File: src/rtl/bcd_arb_pkg.sv
// Shared types, constants and the round-robin pick helper for the BCD-to-binary arbiter.
package bcd_arb_pkg;

  // Arbiter sequencing states.
  typedef enum logic [1:0] {
    IDLE,
    ISSUE,
    WAIT,
    DONE
  } arb_state_e;

  // Converter internal states.
  typedef enum logic [1:0] {
    CV_IDLE,
    CV_CALC,
    CV_DONE
  } conv_state_e;

  localparam logic [3:0] BCD_MAX = 4'd9;
  localparam int         MAX_REQ = 8;

  // First set bit of pending, searching upward from rr_ptr and wrapping at n_req.
  // Returns rr_ptr when nothing is pending; callers qualify with |pending.
  function automatic logic [2:0] rr_pick(input logic [7:0] pending,
                                         input logic [2:0] rr_ptr,
                                         input int         n_req);
    int idx;
    rr_pick = rr_ptr;
    // Walk from the farthest offset down so the nearest candidate wins last.
    for (int i = MAX_REQ - 1; i >= 0; i--) begin
      if (i < n_req) begin
        idx = int'(rr_ptr) + i;
        if (idx >= n_req) idx = idx - n_req;
        if (pending[idx[2:0]]) rr_pick = idx[2:0];
      end
    end
  endfunction

endpackage

File: src/rtl/bcd2bin.sv
// Two-digit BCD to binary converter. Accepts a start pulse while ready, then
// accumulates tens by repeated addition; done_tick pulses for one cycle with bin valid.
module bcd2bin
  import bcd_arb_pkg::*;
(
  input  logic       clk,
  input  logic       rst_n,
  input  logic       start,
  input  logic [3:0] dig1,
  input  logic [3:0] dig0,
  output logic [6:0] bin,
  output logic       ready,
  output logic       done_tick
);

  conv_state_e state_q;
  logic [6:0]  acc_q;
  logic [3:0]  tens_q;

  // Conversion sequencer: load units, add ten per remaining tens digit, then signal done.
  always_ff @(posedge clk or negedge rst_n) begin
    if (!rst_n) begin
      state_q <= CV_IDLE;
      acc_q   <= '0;
      tens_q  <= '0;
    end else begin
      // NOTE: state registers use non-blocking assignments so every flop samples pre-edge values.
      case (state_q)
        CV_IDLE: begin
          if (start) begin
            acc_q   <= 7'(dig0);
            tens_q  <= dig1;
            state_q <= CV_CALC;
          end
        end
        CV_CALC: begin
          if (tens_q == 4'd0) begin
            state_q <= CV_DONE;
          end else begin
            acc_q  <= acc_q + 7'd10;
            tens_q <= tens_q - 4'd1;
          end
        end
        CV_DONE: state_q <= CV_IDLE;
        default: state_q <= CV_IDLE;
      endcase
    end
  end

  assign bin       = acc_q;
  assign ready     = (state_q == CV_IDLE);
  assign done_tick = (state_q == CV_DONE);

endmodule

File: src/rtl/bcd2bin_arbiter.sv
// Round-robin arbiter sharing one bcd2bin converter among N_REQ requesters.
// Each request pulse is buffered in a per-requester slot; granted slots are
// converted and returned tagged with the requester id.
module bcd2bin_arbiter
  import bcd_arb_pkg::*;
#(
  parameter int N_REQ = 4,
  parameter int ID_W  = 2
) (
  input  logic                 clk,
  input  logic                 rst_n,
  input  logic [N_REQ-1:0]     req,
  input  logic [4*N_REQ-1:0]   req_dig1,
  input  logic [4*N_REQ-1:0]   req_dig0,
  output logic [N_REQ-1:0]     pending,
  output logic [6:0]           result,
  output logic [ID_W-1:0]      result_id,
  output logic                 result_valid,
  output logic                 result_err,
  output logic                 overrun,
  output logic                 busy
);

  arb_state_e        state_q;
  logic [ID_W-1:0]   rr_ptr_q;
  logic [ID_W-1:0]   gnt_q;
  logic [N_REQ-1:0]  pending_q;
  logic [3:0]        slot_dig1_q [N_REQ];
  logic [3:0]        slot_dig0_q [N_REQ];
  logic [3:0]        lat_dig1_q;
  logic [3:0]        lat_dig0_q;
  logic              start_q;
  logic [6:0]        result_q;
  logic [ID_W-1:0]   result_id_q;
  logic              valid_q;
  logic              err_q;
  logic              overrun_q;

  logic              grant_en;
  logic [ID_W-1:0]   grant_id;
  logic [N_REQ-1:0]  grant_mask;
  logic [N_REQ-1:0]  accept;
  logic [N_REQ-1:0]  drop;
  logic [3:0]        g_dig1;
  logic [3:0]        g_dig0;
  logic              g_bad;

  logic [6:0]        conv_bin;
  logic              conv_ready;
  logic              conv_done;

  // Grant selection and request acceptance for the current cycle.
  always_comb begin
    // NOTE: every signal gets a default before any branch so no latch is inferred.
    grant_id   = ID_W'(rr_pick(8'(pending_q), 3'(rr_ptr_q), N_REQ));
    grant_en   = (state_q == IDLE) && (|pending_q) && conv_ready;
    grant_mask = '0;
    if (grant_en) grant_mask = N_REQ'(1) << grant_id;
    g_dig1 = slot_dig1_q[grant_id];
    g_dig0 = slot_dig0_q[grant_id];
    g_bad  = (g_dig1 > BCD_MAX) || (g_dig0 > BCD_MAX);
    // A request is dropped only if its slot stays occupied past this edge;
    // a slot being granted this cycle frees up for the incoming request.
    drop   = req & pending_q & ~grant_mask;
    accept = req & ~drop;
  end

  // Slot storage: digits written when a request is accepted.
  always_ff @(posedge clk) begin
    // NOTE: slots carry no reset; pending gates their use, so stale contents are never read.
    for (int i = 0; i < N_REQ; i++) begin
      if (accept[i]) begin
        slot_dig1_q[i] <= req_dig1[4*i +: 4];
        slot_dig0_q[i] <= req_dig0[4*i +: 4];
      end
    end
  end

  // Pending bookkeeping, overrun flag and the grant/issue/wait/done sequencer.
  always_ff @(posedge clk or negedge rst_n) begin
    if (!rst_n) begin
      state_q     <= IDLE;
      rr_ptr_q    <= '0;
      gnt_q       <= '0;
      pending_q   <= '0;
      lat_dig1_q  <= '0;
      lat_dig0_q  <= '0;
      start_q     <= 1'b0;
      result_q    <= '0;
      result_id_q <= '0;
      valid_q     <= 1'b0;
      err_q       <= 1'b0;
      overrun_q   <= 1'b0;
    end else begin
      pending_q <= (pending_q & ~grant_mask) | accept;
      overrun_q <= |drop;
      valid_q   <= 1'b0;
      err_q     <= 1'b0;
      start_q   <= 1'b0;
      case (state_q)
        IDLE: begin
          if (grant_en) begin
            gnt_q      <= grant_id;
            lat_dig1_q <= g_dig1;
            lat_dig0_q <= g_dig0;
            if (g_bad) begin
              // Invalid digits never reach the converter.
              result_q    <= '0;
              result_id_q <= grant_id;
              err_q       <= 1'b1;
              valid_q     <= 1'b1;
              state_q     <= DONE;
            end else begin
              start_q <= 1'b1;
              state_q <= ISSUE;
            end
          end
        end
        ISSUE: state_q <= WAIT;
        WAIT: begin
          if (conv_done) begin
            result_q    <= conv_bin;
            result_id_q <= gnt_q;
            valid_q     <= 1'b1;
            state_q     <= DONE;
          end
        end
        DONE: begin
          rr_ptr_q <= (gnt_q == ID_W'(N_REQ - 1)) ? '0 : gnt_q + 1'b1;
          state_q  <= IDLE;
        end
        default: state_q <= IDLE;
      endcase
    end
  end

  bcd2bin u_conv (
    .clk       (clk),
    .rst_n     (rst_n),
    .start     (start_q),
    .dig1      (lat_dig1_q),
    .dig0      (lat_dig0_q),
    .bin       (conv_bin),
    .ready     (conv_ready),
    .done_tick (conv_done)
  );

  assign pending      = pending_q;
  assign result       = result_q;
  assign result_id    = result_id_q;
  assign result_valid = valid_q;
  assign result_err   = err_q;
  assign overrun      = overrun_q;
  assign busy         = (state_q != IDLE);

endmodule

File: config.mk
export PLATFORM = sky130hd
export DESIGN_NAME = bcd2bin_arbiter
export DESIGN_NICKNAME = d
export VERILOG_FILES = /design/src/rtl/bcd_arb_pkg.sv /design/src/rtl/bcd2bin.sv /design/src/rtl/bcd2bin_arbiter.sv
export SDC_FILE = /design/constraint.sdc
export NUM_CORES = 1
export LEC_CHECK = 0
export BUFFER_PORTS_ARGS = -buffer_cell sky130_fd_sc_hd__buf_2
export CAP_MARGIN = 5
export CORE_MARGIN = 4
export CORE_UTILIZATION = 30
export DETAILED_ROUTE_END_ITERATION = 10
export PLACE_DENSITY_LB_ADDON = 0.15
export SYNTH_ARGS = -nofsm -noshare
export SYNTH_HDL_FRONTEND = slang
export SYNTH_SLANG_ARGS = --single-unit
export TNS_END_PERCENT = 100
File: constraint.sdc
create_clock -name clk -period 4.2 [get_ports clk]
set_clock_uncertainty 0.15 [all_clocks]
set_input_delay 0.84 -clock clk [delete_from_list [all_inputs] [get_ports clk]]
set_output_delay 0.84 -clock clk [all_outputs]
set_load 0.1 [all_outputs]
Word level (Yosys, flattened, before mapping)
Memories as Yosys holds them, arrays and structs flattened.
Cells that the tools add are included.
Storage, ports and cells
  output and inout port bits: 17
  memories kept: 2
  input bits: 38
  memory bits (writable): 32
  word-level logic and storage cells: 128
  bits in registers: 44
Operators by class
  reductions and logical operators: 16
  $lt $le $gt $ge: 10
  bitwise gates (word level): 7
  add/sub/neg operators: 10
  shift-type cells: 1
  eq/ne operators: 12
  mux-type cells: 55
Memories
  slot_dig0_q: words 4, width 4, read ports 1, clocked after Yosys merged registers in 0, write ports 4, line bcd2bin_arbiter.sv:29  | logic [3:0] slot_dig0_q [N_REQ];
  slot_dig1_q: words 4, width 4, read ports 1, clocked after Yosys merged registers in 0, write ports 4, line bcd2bin_arbiter.sv:28  | logic [3:0] slot_dig1_q [N_REQ];
Operators with widths (number)
  2-to-1 mux 7 bit: 5
  case mux 7 bit (2 select lines): 2
  2-to-1 mux 2 bit: 13
  2-to-1 mux 1 bit: 19
  bitwise AND 4 bit: 4
  less-than comparator 3 x 4 -> 1 bit, second input constant: 4
  binary-select mux 1 bit (select 3 bit): 4
  2-to-1 mux 3 bit: 4
  2-to-1 mux 4 bit: 3
  != test 2 bit, second input constant: 5
  >= comparator 3 bit, second input constant: 3
  subtractor 3 bit, second input constant: 3
  equality test 2 bit, second input constant: 4
  > comparator 4 bit, second input constant: 2
  NOT 4 bit: 2
  case mux 2 bit (2 select lines): 2
  case mux 2 bit (4 select lines): 1
  case mux 4 bit (2 select lines): 1
  OR reduction 4 bit: 2
  adder 7 x 4 -> 7 bit, second input constant: 1
  adder 2 x 2 -> 3 bit, second input constant: 2
  AND reduction 2 bit: 3
  nonzero test 2 bit: 3
  equality test 2 x 1 -> 1 bit, second input constant: 2
  other kinds (15): 17

Depth between registers and ports, before layout
Gate-level depths: netlist of the first run.
  depth after elaboration: 17
  depth in mapped cells: 12
  depth with buffers taken out: 9

Cells and area by module
From an unflattened synthesis of the first run, not the netlist that was laid out.
Second synthesis, totals
  cell total of the unflattened synthesis: 343
  area, all modules: 4026.4 um2
By module, submodules not included
  bcd2bin_arbiter: area each 3224.3 um2, instances 1, cells an instance 267, sequential area each 1736.7 um2
  bcd2bin: area each 802.0 um2, instances 1, cells an instance 76, sequential area each 325.3 um2

Least setup slack after synthesis of the first run
No wires, ideal clock.
  path kind: reg2reg
  from: reg pending_q[2], in the netlist pending[2]
  to: mem slot_dig0_q[2][0], enable pin
  slack: 0.870 ns
  cell stages (with the launch flop): 8
  arrival: 2.807 ns
  cell sequence: dfrtp_1 -> mux2_2 -> a21oi_1 -> or3_1 -> a31oi_1 -> nand2_1 -> o21a_1 -> nor2b_1
RTL lines
  start, declared: line bcd2bin_arbiter.sv:27  | logic [N_REQ-1:0] pending_q;
  start signal, assigned: line bcd2bin_arbiter.sv:95  | pending_q <= (pending_q & ~grant_mask) | accept;
  end, declared: line bcd2bin_arbiter.sv:29

Worst setup path after layout of the first run
  from: reg rr_ptr_q[0]
  to: reg lat_dig1_q[0]
Between the ends
  cells in the longest elaborated chain, start to end: 10
RTL lines
  start, declared: line bcd2bin_arbiter.sv:25  | logic [ID_W-1:0] rr_ptr_q;
  start signal, assigned: line bcd2bin_arbiter.sv:129  | rr_ptr_q <= (gnt_q == ID_W'(N_REQ - 1)) ? '0 : gnt_q + 1'b1;
  adder 2 x 2 -> 3 bit: line bcd_arb_pkg.sv:32  | idx = int'(rr_ptr) + i;
  subtractor 3 bit / >= comparator 3 bit (equally long branches): line bcd_arb_pkg.sv:33  | if (idx >= n_req) idx = idx - n_req;
  2-to-1 mux 3 bit: line bcd_arb_pkg.sv:33
  binary-select mux 1 bit (select 3 bit): line bcd_arb_pkg.sv:34  | if (pending[idx[2:0]]) rr_pick = idx[2:0];
  2-to-1 mux 1 bit (implied by the code): line bcd_arb_pkg.sv:34
  2-to-1 mux 2 bit (3 in a row): line bcd_arb_pkg.sv:34
  2-to-1 mux 2 bit *: line bcd_arb_pkg.sv:34
  memory read (4 x 4 bit) *
  end signal, assigned: line bcd2bin_arbiter.sv:104  | lat_dig1_q <= g_dig1;
  end, declared: line bcd2bin_arbiter.sv:30  | logic [3:0] lat_dig1_q;
Every way passes the cells marked *; elsewhere a longest branch is shown, timed or not. The select of a mux whose other input is x is not followed.
A chain may end at the register's enable or synchronous reset.

==> results.ini, run 1 <==
[outcome]
status=finished clean

[pwr]
switching_power_mw=1.58
power_frac_clock_pct=21.8
pwr-share-seq_pct=32.9
switching_share_pct=43.5
combinationalPowerShare_pct=45.3
pwr_density_cell_nw_per_um2=848
p_leak_nw=1.79
peakVddDrop_uv=329
p_int_mw=2.06
power_mw=3.64

[floorplan]
initial_core_util_pct=30.9
die_width_um=117
ioPinCount=55
fp.coreArea_um2=11600
die_y_um=117
rows=39
dieArea_um2=13700

[setup_path]
crit_path_start_kind=flop
worst_ep_required_time_ns=4.27
worst_r2r_endpoint=lat_dig1_q[0]
timing.rr.start=rr_ptr_q[0]
slowest_delay_ns=0.66
worstSetupPathType=reg2reg
r2r_setup_slack_ns=0.54
crit_chain=inv_1 -> ha_1 -> a21oi_1 -> or3_1 -> a31oi_1 -> and2_1 -> mux4_2 -> mux2_2
cp_max_fo=13
r2r_cells=8
worst_setup_path_end_kind=flop
critPathArrivalTime_ns=3.72
slowest_stage=dfrtp_1

[global_route]
antenna_found_initial=0
grt.overflow.total=0
track_usage_pct=12.4
grt_max_degree=45
grt_pass1_wl_mm=12.9
grt_pass1_vias=2480

[synthesis]
avgSynthCellArea_um2=12.3
synth_top_area_share_pct=30.8
synth_area_leaders=dfrtp_1 31%, edfxtp_1 27%, mux4_2 5.0%
syn_inst=291
ys.flop_type=dfrtp_1
yosysWarnings=0
ys_ff_latch=76
ys_types=51
yosysTopAreaCell=dfrtp_1
async_reset_ff_share_pct=57.9
netlist_area_um2=3580
synth_edf_count=32
syn-num-nets=338
synth-seq-area-share_pct=57.7

[clocking]
htreeDepth=3
clk_pin_slew_worst_paths_ns=0.06
clk_path_buf_depth=2
clk_latency_ns=0.33
cts_hold_buf=0
root_buffer=clkbuf_16
cts_setup_buffers=0
cts_tree=done
cts_buffers=9
cts_num_sinks=76
cts_resized=0

[timing]
slew_headroom_pct=31.9
tns_ns=0
hold_violations=0
setup_viol=0
hold-worst-slack_ns=0.337
grt_setup_unrepaired=no
fin_crit_ns=3.66
worstMarginPinSlew_ns=1.02
clock.fmax_mhz=274
period_share_pct=87.0
drv_slew=0

[place]
place.gp.congestion=0.802
io_buffers=54
dp_hpwl_mm=5.89
dp_cells=482

[drt]
viasPerCell=4.91
drt_first_iter_violations=136
first_pass_iters=4
drc_errors=0
wirelength_mm=7.82
wl_per_cell_um=15.7
vias=2443
drtAntennaViolNets=0

[run]
maxCapViolations=0

[finish]
post_route_cells_drive_above_1_share_pct=27.9
final_common_cell=buf_2
final_cell_mix=54 x buf_2, 44 x dfrtp_1, 32 x edfxtp_1
areaGrowthSynthToFinish_pct=20.1
final_cell_count_no_fill=498
nNetsFinal=397
antenna_cells=0

[worst_hold_path]
worstHoldPathType=reg2reg
hold_end=u_conv.bin[0]
min_from=u_conv.bin[0]
hold_path_depth=2

synthesized netlist by cell type (4+ instances only):
library cell   n
a21oi_1       16
a22o_1         7
and2_1         8
clkbuf_1       4
dfrtp_1       44
edfxtp_1      32
ha_1           9
inv_1          9
mux2_2        11
mux2i_1        4
mux4_2         8
nand2_1       26
nand2b_1       7
nand3_1        4
nor2_1        25
nor3_1         6
o211a_1        4
o21ai_0       17
cell families after synthesis:
| logic type | share of synthesized area [%] |
|---|---|
| fa+ha+maj | 3.15 |
| mux | 10.9 |
| simple gates | 12.1 |
| xor+xnor | 0.490 |
| flops | 57.7 |
| buf+inv | 2.52 |
| compound gates | 13.2 |
how the worst max path moves through the flow:
stage                     start                 to
floorplan            pending[2]  slot_dig0_q[2][0]
global placement    rr_ptr_q[0]      lat_dig1_q[1]
detailed placement  rr_ptr_q[0]      lat_dig1_q[0]
CTS                 rr_ptr_q[0]      lat_dig1_q[0]
global route        rr_ptr_q[0]      lat_dig1_q[1]
finish              rr_ptr_q[0]      lat_dig1_q[0]
worst max-delay path, delay by kind of cell (launching register included):
kind | cells | cell delay (ns)
compound gates | 2 | 0.34
fa+ha+maj | 1 | 0.43
buf+inv | 1 | 0.16
flops | 1 | 0.66
mux | 2 | 0.85
simple gates | 2 | 0.93
flip-flops by register name, summed over array words and instances, names as in the netlist:
name,count
u_conv.tens_q,4
result,7
lat_dig1_q,4
result_id,2
lat_dig0_q,4
state_q,2
rr_ptr_q,2
result_valid,1
slot_dig0_q,16
gnt_q,2
pending,4
u_conv.state_q,2
start_q,1
overrun,1
u_conv.bin,7
result_err,1
slot_dig1_q,16
power by group through the flow:
stage / Sequential (mW) / Combinational (mW) / Clock (mW)
after floorplan: 1.50 / 1.06 / 0
after global placement: 1.21 / 1.65 / 0
after detailed placement: 1.22 / 1.66 / 0
after CTS: 1.20 / 1.67 / 0.819
after global routing: 1.23 / 1.82 / 0.850
final: 1.20 / 1.65 / 0.794
per-stage QoR:
step	setup WS (ns)	cell area, um2	util [%]
finish	0.545	4300	37.1
global route	0.270	4300	37.1
CTS	0.533	4300	37.1
detailed placement	0.520	3990	34.5
global placement	0.619	3990	34.5
floorplan	0.870	3580	-
area by class of cell:
type | instances | area, um2
timing repair buffer | 56 | 285
sequential | 76 | 2060
inverter | 10 | 37.5
tap | 143 | 179
clock buffer | 9 | 225
clock inverter | 7 | 82.6
fill | 1130 | 7270
multi-input combinational | 197 | 1420
per-layer routing:
metal / wire length (um) / track usage, %
met1: 3940 / 17.7
met2: 3380 / 18.0
met3: 374 / 3.65
met4: 126 / 4.20
met5: 0 / 0
Note: power is estimated with default switching activity, not from simulation.
==> run 2: changes to the inputs <==
SETUP_SLACK_MARGIN = 0.1   (was default)
SYNTH_HIERARCHICAL = 1   (was default)
==> run 2 against run 1 <==
Effect of this change:
- clock-buffer cell count stayed put
- final cell count rose by 14%
- first-iteration DRC count up 8.1%
- total power increased by 15%
- synthesized cell count grew 18%
- worst hold slack better by 0.0052 ns
- via count increased by 14%
- global-route usage grew 0.41 points
- worst setup slack improved by 0.11 ns
- die area increased by 12%
- largest cell class unchanged
==> results.ini, run 2 <==
[outcome]
status=finished clean

[clocking]
cts_num_sinks=76
cts_buffers=9
clk_pin_slew_worst_paths_ns=0.07
cts_tree=done
cts_hold_buf=0
htreeDepth=3
root_buffer=clkbuf_16
cts_resized=0
cts_setup_buffers=0
clk_path_buf_depth=2
clk_latency_ns=0.34

[finish]
areaGrowthSynthToFinish_pct=16.5
largest_registers=slot_dig0_q x16, slot_dig1_q x16
post_route_cells_drive_above_1_share_pct=26.4
nNetsFinal=434
final_common_cell=buf_2
antenna_cells=0
final_cell_count_no_fill=570
stdcell_area_um2=4690
final_cell_mix=54 x buf_2, 44 x dfrtp_1, 32 x edfxtp_1
fillCellCount=1295

[global_route]
grt_pass1_wl_mm=15.0
track_usage_pct=12.8
grt_pass1_vias=2875
antenna_found_initial=0
grt.overflow.total=0
grt_max_degree=45

[run]
maxCapViolations=0

[drt]
dr_wl_met2_mm=4.18
wl_met3_um=371
m1WireLength_mm=4.42
drt_first_iter_violations=147
drtAntennaViolNets=0
wl_per_cell_um=16.0
drc_errors=0
first_pass_iters=4
top_layer_used=met4
vias=2775
wirelength_mm=9.13
viasPerCell=4.87

[setup_path]
critPathArrivalTime_ns=3.65
slowest_stage=dfrtp_1
worstSetupPathType=reg2reg
worst_ep_required_time_ns=4.31
crit_path_start_kind=flop
worst_r2r_endpoint=result_id[1]
critPathBufInv=2
crit_chain=inv_1 -> ha_1 -> a311o_1 -> a222oi_1 -> buf_4 -> mux2i_2 -> mux2i_4 -> and2_4 -> mux2i_1
slowest_delay_ns=0.60
timing.rr.start=rr_ptr_q[0]
r2r_cells=9
cp_top_family=compound AO/OA/AOI/OAI gates
r2r_setup_slack_ns=0.66
cp_max_fo=22
worst_setup_path_end_kind=flop

[synthesis]
synth-seq-area-share_pct=51.2
ys_types=65
synth_top_area_share_pct=27.3
syn_inst=343
synthTopCellsByCount=44 x dfrtp_1, 32 x edfxtp_1, 28 x nand2_1
avgSynthCellArea_um2=11.7
synth_area_leaders=dfrtp_1 27%, edfxtp_1 24%, mux2i_1 5.5%
ys.flop_type=dfrtp_1
syn-num-nets=388
async_reset_ff_share_pct=57.9
yosysTopAreaCell=dfrtp_1
synth.most_common_cell=dfrtp_1
yosysWarnings=6
synth_edf_count=32
ys_ff_latch=76
netlist_area_um2=4030

[timing]
slew_headroom_pct=30.0
period_share_pct=84.3
worstMarginPinSlew_ns=1.05
drv_slew=0
grt_setup_unrepaired=no
setup_viol=0
tns_ns=0
fin_crit_ns=3.54
hold_violations=0
clock.fmax_mhz=282
final.setup.worst_slack_ns=0.658

[pwr]
peakVddDrop_uv=252
p_leak_nw=1.86
power_mw=4.20
pwr_density_cell_nw_per_um2=894

[place]
dp_hpwl_mm=6.49
dp_cells=554
place_ws_ns=0.636
io_buffers=54
place.gp.congestion=0.735
postPlaceCellArea_um2=4410

[worst_hold_path]
min_from=lat_dig0_q[2]
hold_path_depth=2
hold_end=lat_dig0_q[2]
worstHoldPathType=reg2reg

[floorplan]
die_y_um=124
fp.coreArea_um2=13200
rows=42
die_width_um=124
dieArea_um2=15300
initial_core_util_pct=30.5
ioPinCount=55

run 2: metrics by stage:
step	hold slack [ns]	util, %
2_1_floorplan	0.300	-
4_1_cts	0.351	35.6
5_1_grt	0.366	35.6
3_3_place_gp	0.323	33.4
3_5_place_dp	0.336	33.4
6_report	0.342	35.6
run 2: report_power, final:
part	internal (mW)	total, mW	switching [mW]
Combinational	0.744	2.18	1.44
Clock	0.410	0.746	0.336
Sequential	1.03	1.27	0.240
Total	2.18	4.20	2.01
run 2: layout make-up:
type	instances	area (um2)	share of cell area (%)
timing repair buffer	58	300	6.40
clock inverter	7	56.3	1.20
inverter	12	45.0	0.960
clock buffer	9	225	4.80
multi-input combinational	232	1780	38.0
sequential	76	2060	44.0
tap	176	220	4.69
run 2: cell families after synthesis:
logic type                 after synthesis  synth area share (%)
AOI/OAI and AO/OA                      100                  18.9
DFF                                     76                  51.2
muxes                                   40                  11.6
adders and majority gates                7                  2.18
buffers and inverters                   35                  4.72
and+or+nand+nor                         85                  11.4
run 2: how the worst max path moves through the flow:
stage	startpoint	slack, ns	depth (start not counted)	to
after floorplan	pending[2]	0.76	9	slot_dig0_q[2][0]
after global placement	rr_ptr_q[0]	0.72	9	result_id[0]
after detailed placement	rr_ptr_q[0]	0.64	9	result_id[0]
after CTS	rr_ptr_q[0]	0.63	9	result_id[1]
after global routing	rr_ptr_q[0]	0.34	9	result_id[1]
final	rr_ptr_q[0]	0.66	9	result_id[1]
run 2: routing by layer:
metal	GRT usage (%)	vias to the layer above
li1	-	1380
met1	17.2	1320
met2	19.3	64
met3	3.00	11
met4	6.44	0
met5	0	-
run 2: worst reg2reg max path, delay by kind of cell, from the launching register on:
kind	cells	cell delay (ns)
mux	3	0.70
flops	1	0.60
fa+ha+maj	1	0.40
simple gates	1	0.38
buf+inv	2	0.52
compound gates	2	0.70
==> run 3: changes to the inputs <==
clock period = 3.42 ns   (was 4.2 ns; I/O delays follow)
==> run 3 against run 2 <==
Effect of this change:
- final cell count increased by 1.4%
- global-route usage increased by 0.094 points
- worst hold slack got worse by 0.090 ns
- non-clock buffer count increased by 8
- worst setup slack got worse by 0.29 ns
- critical path depth unchanged
- sequential power increased by 21%
- clock-buffer cell count increased by 1
- sequential share of layout area decreased by 0.77 points
==> results.ini, run 3 (synthesized netlist as in run 2, its figures left out) <==
[timing]
setup_viol=0
clock.fmax_mhz=328
fin_crit_ns=3.05
hold_violations=0
period_share_pct=89.1
tns_ns=0
drv_slew=0
slew_headroom_pct=49.0
grt_setup_unrepaired=no
worstMarginPinSlew_ns=0.763

[clocking]
cts_resized=0
cts_hold_buf=0
cts_num_sinks=76
cts_setup_buffers=0
clk_latency_ns=0.34
clk_path_buf_depth=2
cts_buffers=9
root_buffer=clkbuf_16
htreeDepth=3
cts_tree=done
clk_pin_slew_worst_paths_ns=0.06

[drt]
viasPerCell=4.88
vias=2818
drc_errors=0
wl_per_cell_um=15.6
wirelength_mm=9.03
drtAntennaViolNets=0
first_pass_iters=4
drt_first_iter_violations=105

[setup_path]
worst_setup_path_end_kind=flop
worst_ep_required_time_ns=3.53
r2r_setup_slack_ns=0.37
crit_path_start_kind=flop
worst_r2r_endpoint=result_id[0]
r2r_cells=9
timing.rr.start=rr_ptr_q[1]
worstSetupPathType=reg2reg
critPathArrivalTime_ns=3.16
cp_max_fo=11

[floorplan]
fp.coreArea_um2=13200
die_y_um=124
ioPinCount=55
rows=42
die_width_um=124
dieArea_um2=15300
initial_core_util_pct=30.5

[outcome]
status=finished clean

[finish]
final_common_cell=buf_2
final_cell_count_no_fill=578
antenna_cells=0
post-route-util_pct=36.3
post_route_cells_drive_above_1_share_pct=28.9
nNetsFinal=442
fillCellCount=1322
largest_registers=slot_dig0_q x16, slot_dig1_q x16
final_cell_mix=54 x buf_2, 41 x dfrtp_1, 32 x edfxtp_1
areaGrowthSynthToFinish_pct=18.8

[global_route]
grt_pass1_vias=2870
grt_pass1_wl_mm=15.1
track_usage_pct=12.9
grt.overflow.total=0
antenna_found_initial=0
grt_max_degree=31

[place]
dp_hpwl_mm=6.64
io_buffers=54
dp_cells=562
place.gp.congestion=0.779

[pwr]
combinationalPowerShare_pct=52.1
pwr_density_cell_nw_per_um2=1100
p_leak_nw=1.91
pwr-share-seq_pct=29.2
peakVddDrop_uv=414
switching_share_pct=46.7
power_frac_clock_pct=18.7
p_int_mw=2.81
switching_power_mw=2.46

[run]
maxCapViolations=0

[worst_hold_path]
worstHoldPathType=in2async

run 3: area by class of cell:
cell class	count	area, um2	area share (%)
Timing Repair Buffer	66	360	7.53
Inverter	12	45.0	0.942
Multi-Input combinational cell	232	1780	37.2
Clock buffer	10	239	5.00
Clock inverter	6	71.3	1.49
Sequential cell	76	2070	43.2
Tap cell	176	220	4.60
run 3: routing by layer:
metal	global-route usage, %	routed length, um
met1	17.4	4350
met2	19.9	4170
met3	3.50	373
met4	4.78	148
met5	0	0
run 3: worst max path at each step:
stage | start | endpoint | slack, ns | cells past startpoint
after floorplan | pending[1] | slot_dig0_q[2][0] | 0.10 | 8
after global placement | rr_ptr_q[1] | result_id[0] | 0.43 | 8
after detailed placement | rr_ptr_q[1] | result_id[1] | 0.33 | 8
after CTS | rr_ptr_q[1] | result_id[0] | 0.35 | 8
after global routing | rr_ptr_q[1] | result_id[1] | 0.12 | 8
final | rr_ptr_q[1] | result_id[0] | 0.37 | 9
run 3: worst max-delay path, cell delays in order (launching register included):
cell and delay [ns]:
dfrtp_1 0.47, ha_1 0.42, mux4_2 0.36, a221oi_2 0.19, a222oi_1 0.10, buf_4 0.19
mux2i_2 0.17, mux2i_4 0.34, and2_4 0.37, mux2i_1 0.21
run 3: per-stage QoR:
step           area (um2)  power (mW)  hold slack [ns]  setup WS [ns]
2_1_floorplan        4030        3.80            0.238          0.101
3_3_place_gp         4470        4.31            0.334          0.434
3_5_place_dp         4470        4.33            0.341          0.331
4_1_cts              4780        5.34            0.271          0.352
5_1_grt              4780        5.66            0.305          0.120
6_report             4780        5.27            0.251          0.372
run 3: power by group through the flow:
stage / registers (mW) / logic, mW / clock network [mW]
after floorplan: 2.00 / 1.81 / 0
after global placement: 1.56 / 2.75 / 0
after detailed placement: 1.56 / 2.78 / 0
after CTS: 1.54 / 2.78 / 1.02
after global routing: 1.58 / 3.02 / 1.06
final: 1.54 / 2.75 / 0.985
